File: src/rtl/regfile_write_arbiter.sv
// Write-port arbiter for the 32x64 register file.
// Port A (writeback) always wins; port B (long-latency) results queue in a
// FIFO and drain when A is idle. A per-register busy scoreboard tracks
// reserved destinations whose port-B result has not yet been written.
module regfile_write_arbiter #(
  parameter int unsigned DEPTH = 4,
  parameter int unsigned CW    = $clog2(DEPTH) + 1
) (
  input  logic          clk,
  input  logic          reset,
  input  logic          a_valid,
  input  logic [4:0]    a_reg,
  input  logic [63:0]   a_data,
  input  logic          b_valid,
  output logic          b_ready,
  input  logic [4:0]    b_reg,
  input  logic [63:0]   b_data,
  input  logic          rsv_valid,
  input  logic [4:0]    rsv_reg,
  output logic          RegWrite,
  output logic [4:0]    WriteRegister,
  output logic [63:0]   WriteData,
  output logic [31:0]   busy,
  output logic [CW-1:0] fifo_count,
  output logic          fifo_full
);

  localparam int unsigned AW   = $clog2(DEPTH);
  localparam int unsigned RW   = 5;
  localparam int unsigned DW   = 64;
  localparam int unsigned NREG = 32;
  localparam logic [RW-1:0] XZR = 5'd31;

  // FIFO storage and state
  logic [RW-1:0]   fifo_reg  [DEPTH];
  logic [DW-1:0]   fifo_data [DEPTH];
  logic [AW-1:0]   rd_ptr;
  logic [AW-1:0]   wr_ptr;
  logic [CW-1:0]   count;
  logic [NREG-1:0] busy_q;
  logic [NREG-1:0] busy_d;

  logic          grant_a;
  logic          fifo_empty;
  logic          pop;
  logic          push;
  logic [RW-1:0] head_reg;
  logic [DW-1:0] head_data;

  // Status outputs depend on registered count only
  assign fifo_empty = (count == '0);
  assign b_ready    = (count < CW'(DEPTH));
  assign fifo_full  = (count == CW'(DEPTH));
  assign fifo_count = count;
  assign busy       = busy_q;

  assign head_reg  = fifo_reg[rd_ptr];
  assign head_data = fifo_data[rd_ptr];

  // Grant and FIFO handshake decode; X31 writes are treated as no request
  always_comb begin
    grant_a = a_valid && (a_reg != XZR);
    pop     = !reset && !grant_a && !fifo_empty;
    push    = !reset && b_valid && b_ready;
  end

  // Register-file write port mux; quiet while reset is high
  always_comb begin
    RegWrite      = 1'b0;
    WriteRegister = '0;
    WriteData     = '0;
    if (!reset) begin
      if (grant_a) begin
        RegWrite      = 1'b1;
        WriteRegister = a_reg;
        WriteData     = a_data;
      end else if (!fifo_empty) begin
        RegWrite      = (head_reg != XZR);
        WriteRegister = head_reg;
        WriteData     = head_data;
      end
    end
  end

  // Scoreboard next state: clear on popped write, then set so a same-cycle
  // reservation of the same register wins
  always_comb begin
    busy_d = busy_q;
    if (pop && (head_reg != XZR)) begin
      busy_d[head_reg] = 1'b0;
    end
    if (rsv_valid && (rsv_reg != XZR)) begin
      busy_d[rsv_reg] = 1'b1;
    end
    busy_d[NREG-1] = 1'b0;
  end

  // FIFO payload storage; contents need no reset, validity comes from count
  always_ff @(posedge clk) begin
    if (push) begin
      fifo_reg[wr_ptr]  <= b_reg;
      fifo_data[wr_ptr] <= b_data;
    end
  end

  // Pointers, occupancy and scoreboard state
  always_ff @(posedge clk) begin
    if (reset) begin
      rd_ptr <= '0;
      wr_ptr <= '0;
      count  <= '0;
      busy_q <= '0;
    end else begin
      busy_q <= busy_d;
      if (push) begin
        wr_ptr <= wr_ptr + AW'(1);
      end
      if (pop) begin
        rd_ptr <= rd_ptr + AW'(1);
      end
      case ({push, pop})
        2'b10:   count <= count + CW'(1);
        2'b01:   count <= count - CW'(1);
        default: count <= count;
      endcase
    end
  end

endmodule
File: config.mk
export PLATFORM = sky130hd
export DESIGN_NAME = regfile_write_arbiter
export DESIGN_NICKNAME = d
export VERILOG_FILES = /design/src/rtl/regfile_write_arbiter.sv
export SDC_FILE = /design/constraint.sdc
export NUM_CORES = 1
export LEC_CHECK = 0
export CAP_MARGIN = 5
export CORE_MARGIN = 10
export CORE_UTILIZATION = 51
export CTS_BUF_LIST = sky130_fd_sc_hd__clkbuf_4 sky130_fd_sc_hd__clkbuf_8 sky130_fd_sc_hd__clkbuf_16
export DETAILED_ROUTE_END_ITERATION = 16
export GPL_TIMING_DRIVEN = 0
export PLACE_DENSITY = 0.79
export SYNTH_ARGS = -nofsm -noshare
export SYNTH_HDL_FRONTEND = slang
export SYNTH_SLANG_ARGS = --single-unit
File: constraint.sdc
create_clock -name clk -period 4.4 [get_ports clk]
set_input_delay 0.88 -clock clk [delete_from_list [all_inputs] [get_ports clk]]
set_output_delay 0.88 -clock clk [all_outputs]
set_load 0.1 [all_outputs]
* Word level (Yosys, flattened, before mapping)
Memories as Yosys holds them, arrays and structs flattened. A register that Yosys moved wholly into a read port is not among the register bits.
Cells that the tools add are included.
** Operators by class
- Add/sub/neg operators :: 4
- Order comparisons :: 5
- Eq/ne operators :: 6
- Mux-type cells :: 22
- Bitwise operators :: 3
- Reductions and logical operators :: 14
** Operators by type and width (count)
- $mux W64 :: 3
- $mux W31 :: 2
- $and A31 B31 Y31 :: 1
- $not A31 Y31 :: 1
- $or A31 B31 Y31 :: 1
- $mux W5 :: 3
- $ne A5 B5 Y1 const B :: 3
- $lt A5 B6 Y1 const B :: 2
- $demux W1 S5 :: 2
- $ge A5 B1 Y1 const B :: 2
- $logic_and A1 B1 Y1 :: 9
- $mux W2 :: 4
- $mux W1 :: 7
- $pmux W3 S2 :: 1
- $add A2 B1 Y2 const B :: 2
- $add A3 B1 Y3 const B :: 1
- $eq A3 B3 Y1 const B :: 1
- $logic_not A1 Y1 :: 3
- $logic_not A3 Y1 :: 1
- $lt A3 B3 Y1 const B :: 1
- $sub A3 B1 Y3 const B :: 1
- $eq A2 B1 Y1 const B :: 1
- $eq A2 B2 Y1 const B :: 1
- $reduce_bool A2 Y1 :: 1
** Word-level totals
- Register bits after elaboration :: 38
- Memory bits (writable) :: 276
- Input port bits :: 148
- Output and inout port bits :: 107
- Word-level logic and storage cells :: 60
- Memories :: 2
** Memories
- fifo_data :: depth 4, bits a word 64, rd ports 1, clocked after Yosys merged registers in 1, wr ports 1, line 36 : logic [DW-1:0] fifo_data [DEPTH];
- fifo_reg :: depth 4, bits a word 5, rd ports 1, clocked after Yosys merged registers in 1, wr ports 1, line 35 : logic [RW-1:0] fifo_reg [DEPTH];

* Longest topological paths before layout
- Word-level depth :: 9
- Depth in mapped cells :: 11
- Gate-level depth less buffers :: 9

* Least setup slack after synthesis
No wires, ideal clock.
- Kind :: register to output
- Start point :: register count[2], in the netlist fifo_count[2]
- End point :: output port fifo_full
- Data arrival time :: 3948 ps
- Data required time :: 3520 ps
- Setup slack :: -428 ps
- Cell stages (with the launch flop) :: 3
- Buffers on the path :: 0
- Path through :: dfxtp_1 > inv_1 > nor3_1
** On the way
- Word-level cells in the longest chain between the ends :: 1
** RTL lines
- start: declaration :: line 39 : logic [CW-1:0] count;
- start signal: assignment :: line 122 : 2'b10: count <= count + CW'(1);
- start signal: assignment :: line 123 : 2'b01: count <= count - CW'(1);
- start signal: assignment :: line 124 : default: count <= count;
- $eq A3 B3 Y1 :: line 53 : assign fifo_full = (count == CW'(DEPTH));
- end: declaration :: line 25 : output logic fifo_full
Every way passes these cells.

* Final worst setup path
- Start point :: input port a_reg[2]
- End point :: output port WriteRegister[4]
** On the way
- Word-level cells in the longest chain between the ends :: 4
** RTL lines
- start: declaration :: line 12 : input logic [4:0] a_reg,
- $ne A5 B5 Y1 :: line 62 : grant_a = a_valid && (a_reg != XZR);
- $logic_and A1 B1 Y1 :: line 62
- $mux W5 :: line 73 : if (grant_a) begin
- $mux W5 :: line 72 : if (!reset) begin
- end: declaration :: line 21 : output logic [4:0] WriteRegister,
Every way passes these cells.

==> flow_summary.yaml <==
synth:
  yosys_register_bits: 316
  synth_top_area_share_pct: 65.8
  synth-main-ff-cell: "edfxtp_1"
  syn_avg_cell_area_um2: 19.0
  synth-async-reset-ratio_pct: 0
  synth_area_leaders: "edfxtp_1 (66%), mux4_2 (12%), dfxtp_1 (6.4%)"
  synth_enable_flop_cells: 276
  netlist_area_mm2: 0.0126
  ys_seq_area_share_pct: 72.2
  synth_top_area_cell: "edfxtp_1"
  syn_nets: 817
  synth_cell_type_count: 49
  syn_inst: 663
  ys.warnings.count: 0
sta:
  slew_headroom_pct: 23.4
  fin_hold_ws_ns: 0.496
  setup_ws_ns: 0.114
  rsz0062_at_grt: "false"
  final-hold-violation-count: 0
  clock_skew_ns: 0.00915
  fmax_ghz: 0.233
  worst_pin_slew_ns: 1.15
  drv_slew: 0
  fin_tns_setup_ns: 0
  setup_violations: 0
  finalCritPeriodShare_pct: 97.4
  period_minus_slack_ns: 4.29
layout:
  fin_util_pct: 68.5
  design_area_mm2: 0.0167
  finalNetCount: 1107
  fillers: 1591
  drive_above_1_share_pct: 23.3
  final_cell_count_no_fill: 1301
  largest_reg_flops: 256
  areaGrowthSynthToFinish_pct: 32.4
setup_path:
  rr_startpoint: "fifo_count[0]"
  reg2reg_setup_slack_ns: 1.37
  path_cells: "clkdlybuf4s50_1 > nand3_1 > o21a_1 > nor2_4 > buf_2 > a22o_1 > clkdlybuf4s15_2"
  critPathRequiredTime_ns: 3.52
  critical_path.startpoint_type: "input port"
  crit_slowest_cell: "clkdlybuf4s15_2"
  r2r-end: "fifo_count[2]"
  crit_arrival_ns: 3.41
  crit_fanout: 10
  crit_type: "in -> out"
  critPathMaxStageDelay_ns: 0.57
  r2r_cells: 11
  end_kind: "output pin"
clock_network:
  cts_root_buf: "clkbuf_16"
  htree_levels: 1
  cts_tree: "yes"
  clk_path_buf_depth: 3
  cts_sinks: 316
  cts_buffers: 31
  path_clk_slew_ns: 0.06
  worstSkewPairLatency_ns: 0.54
placed_design:
  pre_cts_ws_ns: -1.27
  io_buffers: 253
  numPlacedInstances: 1244
  dp_hpwl_um: 21600
  place_area_mm2: 0.0156
  gp_congestion: 0.908
pwr:
  pwr-share-comb_pct: 17.0
  p_per_area_mw_per_mm2: 416
  p_leak_nw: 5.32
  pwr-share-seq_pct: 48.7
  total_power_mw: 6.92
  switching_power_mw: 1.85
  swShare_pct: 26.7
  power.internal_mw: 5.08
  peakVddDrop_mv: 0.321
  pwr-share-clk_pct: 34.3
detailed_routing:
  drt_iter0_markers: 567
  drc: 0
  num_vias: 7574
  ant_nets: 0
  dr.pass1.iters: 5
  drt_wl_total_um: 31200
  vias_per_cell: 5.82
  wl_per_cell_um: 24.0
global_routing:
  grt_use_total_pct: 19.4
  grt_pass1_vias: 8038
  antenna_found_initial: 3
  grt_pass1_wl_um: 47300
  grt.overflow.total: 0
  grt_max_degree: 53
die:
  core_mm2: 0.0243
  ios: 255
  num_rows: 57
  start_util_pct: 51.8
  die_w_um: 177
  die_area_mm2: 0.0314
  chipHeight_um: 177
run_status:
  status: "finished clean"
worst_hold_path:
  min_path_cells: 2
  hold_class: "reg -> reg"
  min_from: "busy[30]"
  hold_end: "busy[30]"
run:
  cap_violations: 0
[final cells by class]
class / instances / area [µm²] / share of cell area [%]
well taps: 324 / 405 / 2.43
clock buffers: 40 / 843 / 5.06
inverters: 10 / 37.5 / 0.225
diodes: 2 / 5.00 / 0.0300
multi-input cells: 292 / 3280 / 19.7
repair buffers: 257 / 2720 / 16.3
flip-flops and latches: 316 / 9090 / 54.5
plain buffers: 45 / 225 / 1.35
clock inverters: 15 / 67.6 / 0.405
[worst max-delay path, delay by kind of cell]
kind	cells	cell delay, ns
buffers and inverters	3	1.45
AND/OR/NAND/NOR	2	0.49
AO/OA/AOI/OAI	2	0.57
[logic make-up after synthesis]
group | Yosys count | synth area share (%)
fa+ha+maj | 6 | 0.656
flops | 316 | 72.2
buf+inv | 55 | 2.07
other cells | 1 | 0.0298
compound gates | 127 | 8.29
simple gates | 86 | 4.20
mux | 69 | 12.3
xor+xnor | 3 | 0.209
[worst max path at each step]
stage               slack, ns               end  cells after the start          start
floorplan                0.35   fifo_data[1][0]                      4  fifo_count[2]
global route            0.007     WriteData[60]                      7          reset
detailed placement      -1.27     WriteData[60]                      8       a_reg[2]
global placement        -1.20  WriteRegister[2]                      8       a_reg[3]
finish                   0.11  WriteRegister[4]                      7       a_reg[2]
CTS                      0.03     WriteData[60]                      8       a_reg[2]
[synth_stat cells (5+ instances only)]
master / count
a21oi_1: 20
a22o_1: 69
a311oi_1: 14
a32o_1: 16
buf_2: 15
clkbuf_1: 21
dfxtp_1: 40
edfxtp_1: 276
ha_1: 5
inv_1: 9
mux4_2: 69
nand2_1: 21
nand4_1: 16
nor2_1: 13
nor3_1: 7
[layout by cell type, fill, tap and decap left out, drive strengths merged, types with 2 or more instances in the layout]
cell           count
edfxtp           276
clkdlybuf4s50    183
mux4              69
a22o              69
clkdlybuf4s15     66
clkbuf            62
dfxtp             40
buf               27
nand2             21
a21oi             20
nand4             16
a32o              16
a311oi            14
nor2              14
clkinv            13
inv               10
nor3               8
ha                 5
and2               5
nor3b              4
nand2b             3
clkdlybuf4s18      3
o21ai              3
and3b              3
diode              2
nand3              2
nor2b              2
o31ai              2
xor2               2
clkinvlp           2
[power by group through the flow]
stage          registers (mW)  clock network, mW  logic (mW)
2_1_floorplan            3.48                  0       0.751
5_1_grt                  3.38               2.54        1.23
3_5_place_dp             3.43                  0        1.20
4_1_cts                  3.37               2.41        1.19
6_report                 3.37               2.38        1.18
3_3_place_gp             3.44                  0        1.17
[per-layer routing]
layer / vias up / track usage (%) / share of wire [%]
met3: 36 / 6.42 / 9.9
met2: 326 / 32.5 / 50
li1: 3383 / - / -
met1: 3825 / 24.1 / 39
met4: 4 / 3.92 / 1.2
met5: - / 0 / 0.099
[repair_timing]
item	CTS	global route
endpoints found under the setup margin	70	9
setup buffers	0	0
resized for setup	216	2
hold buffers	0	0
Power figures use the tool's default switching activity.
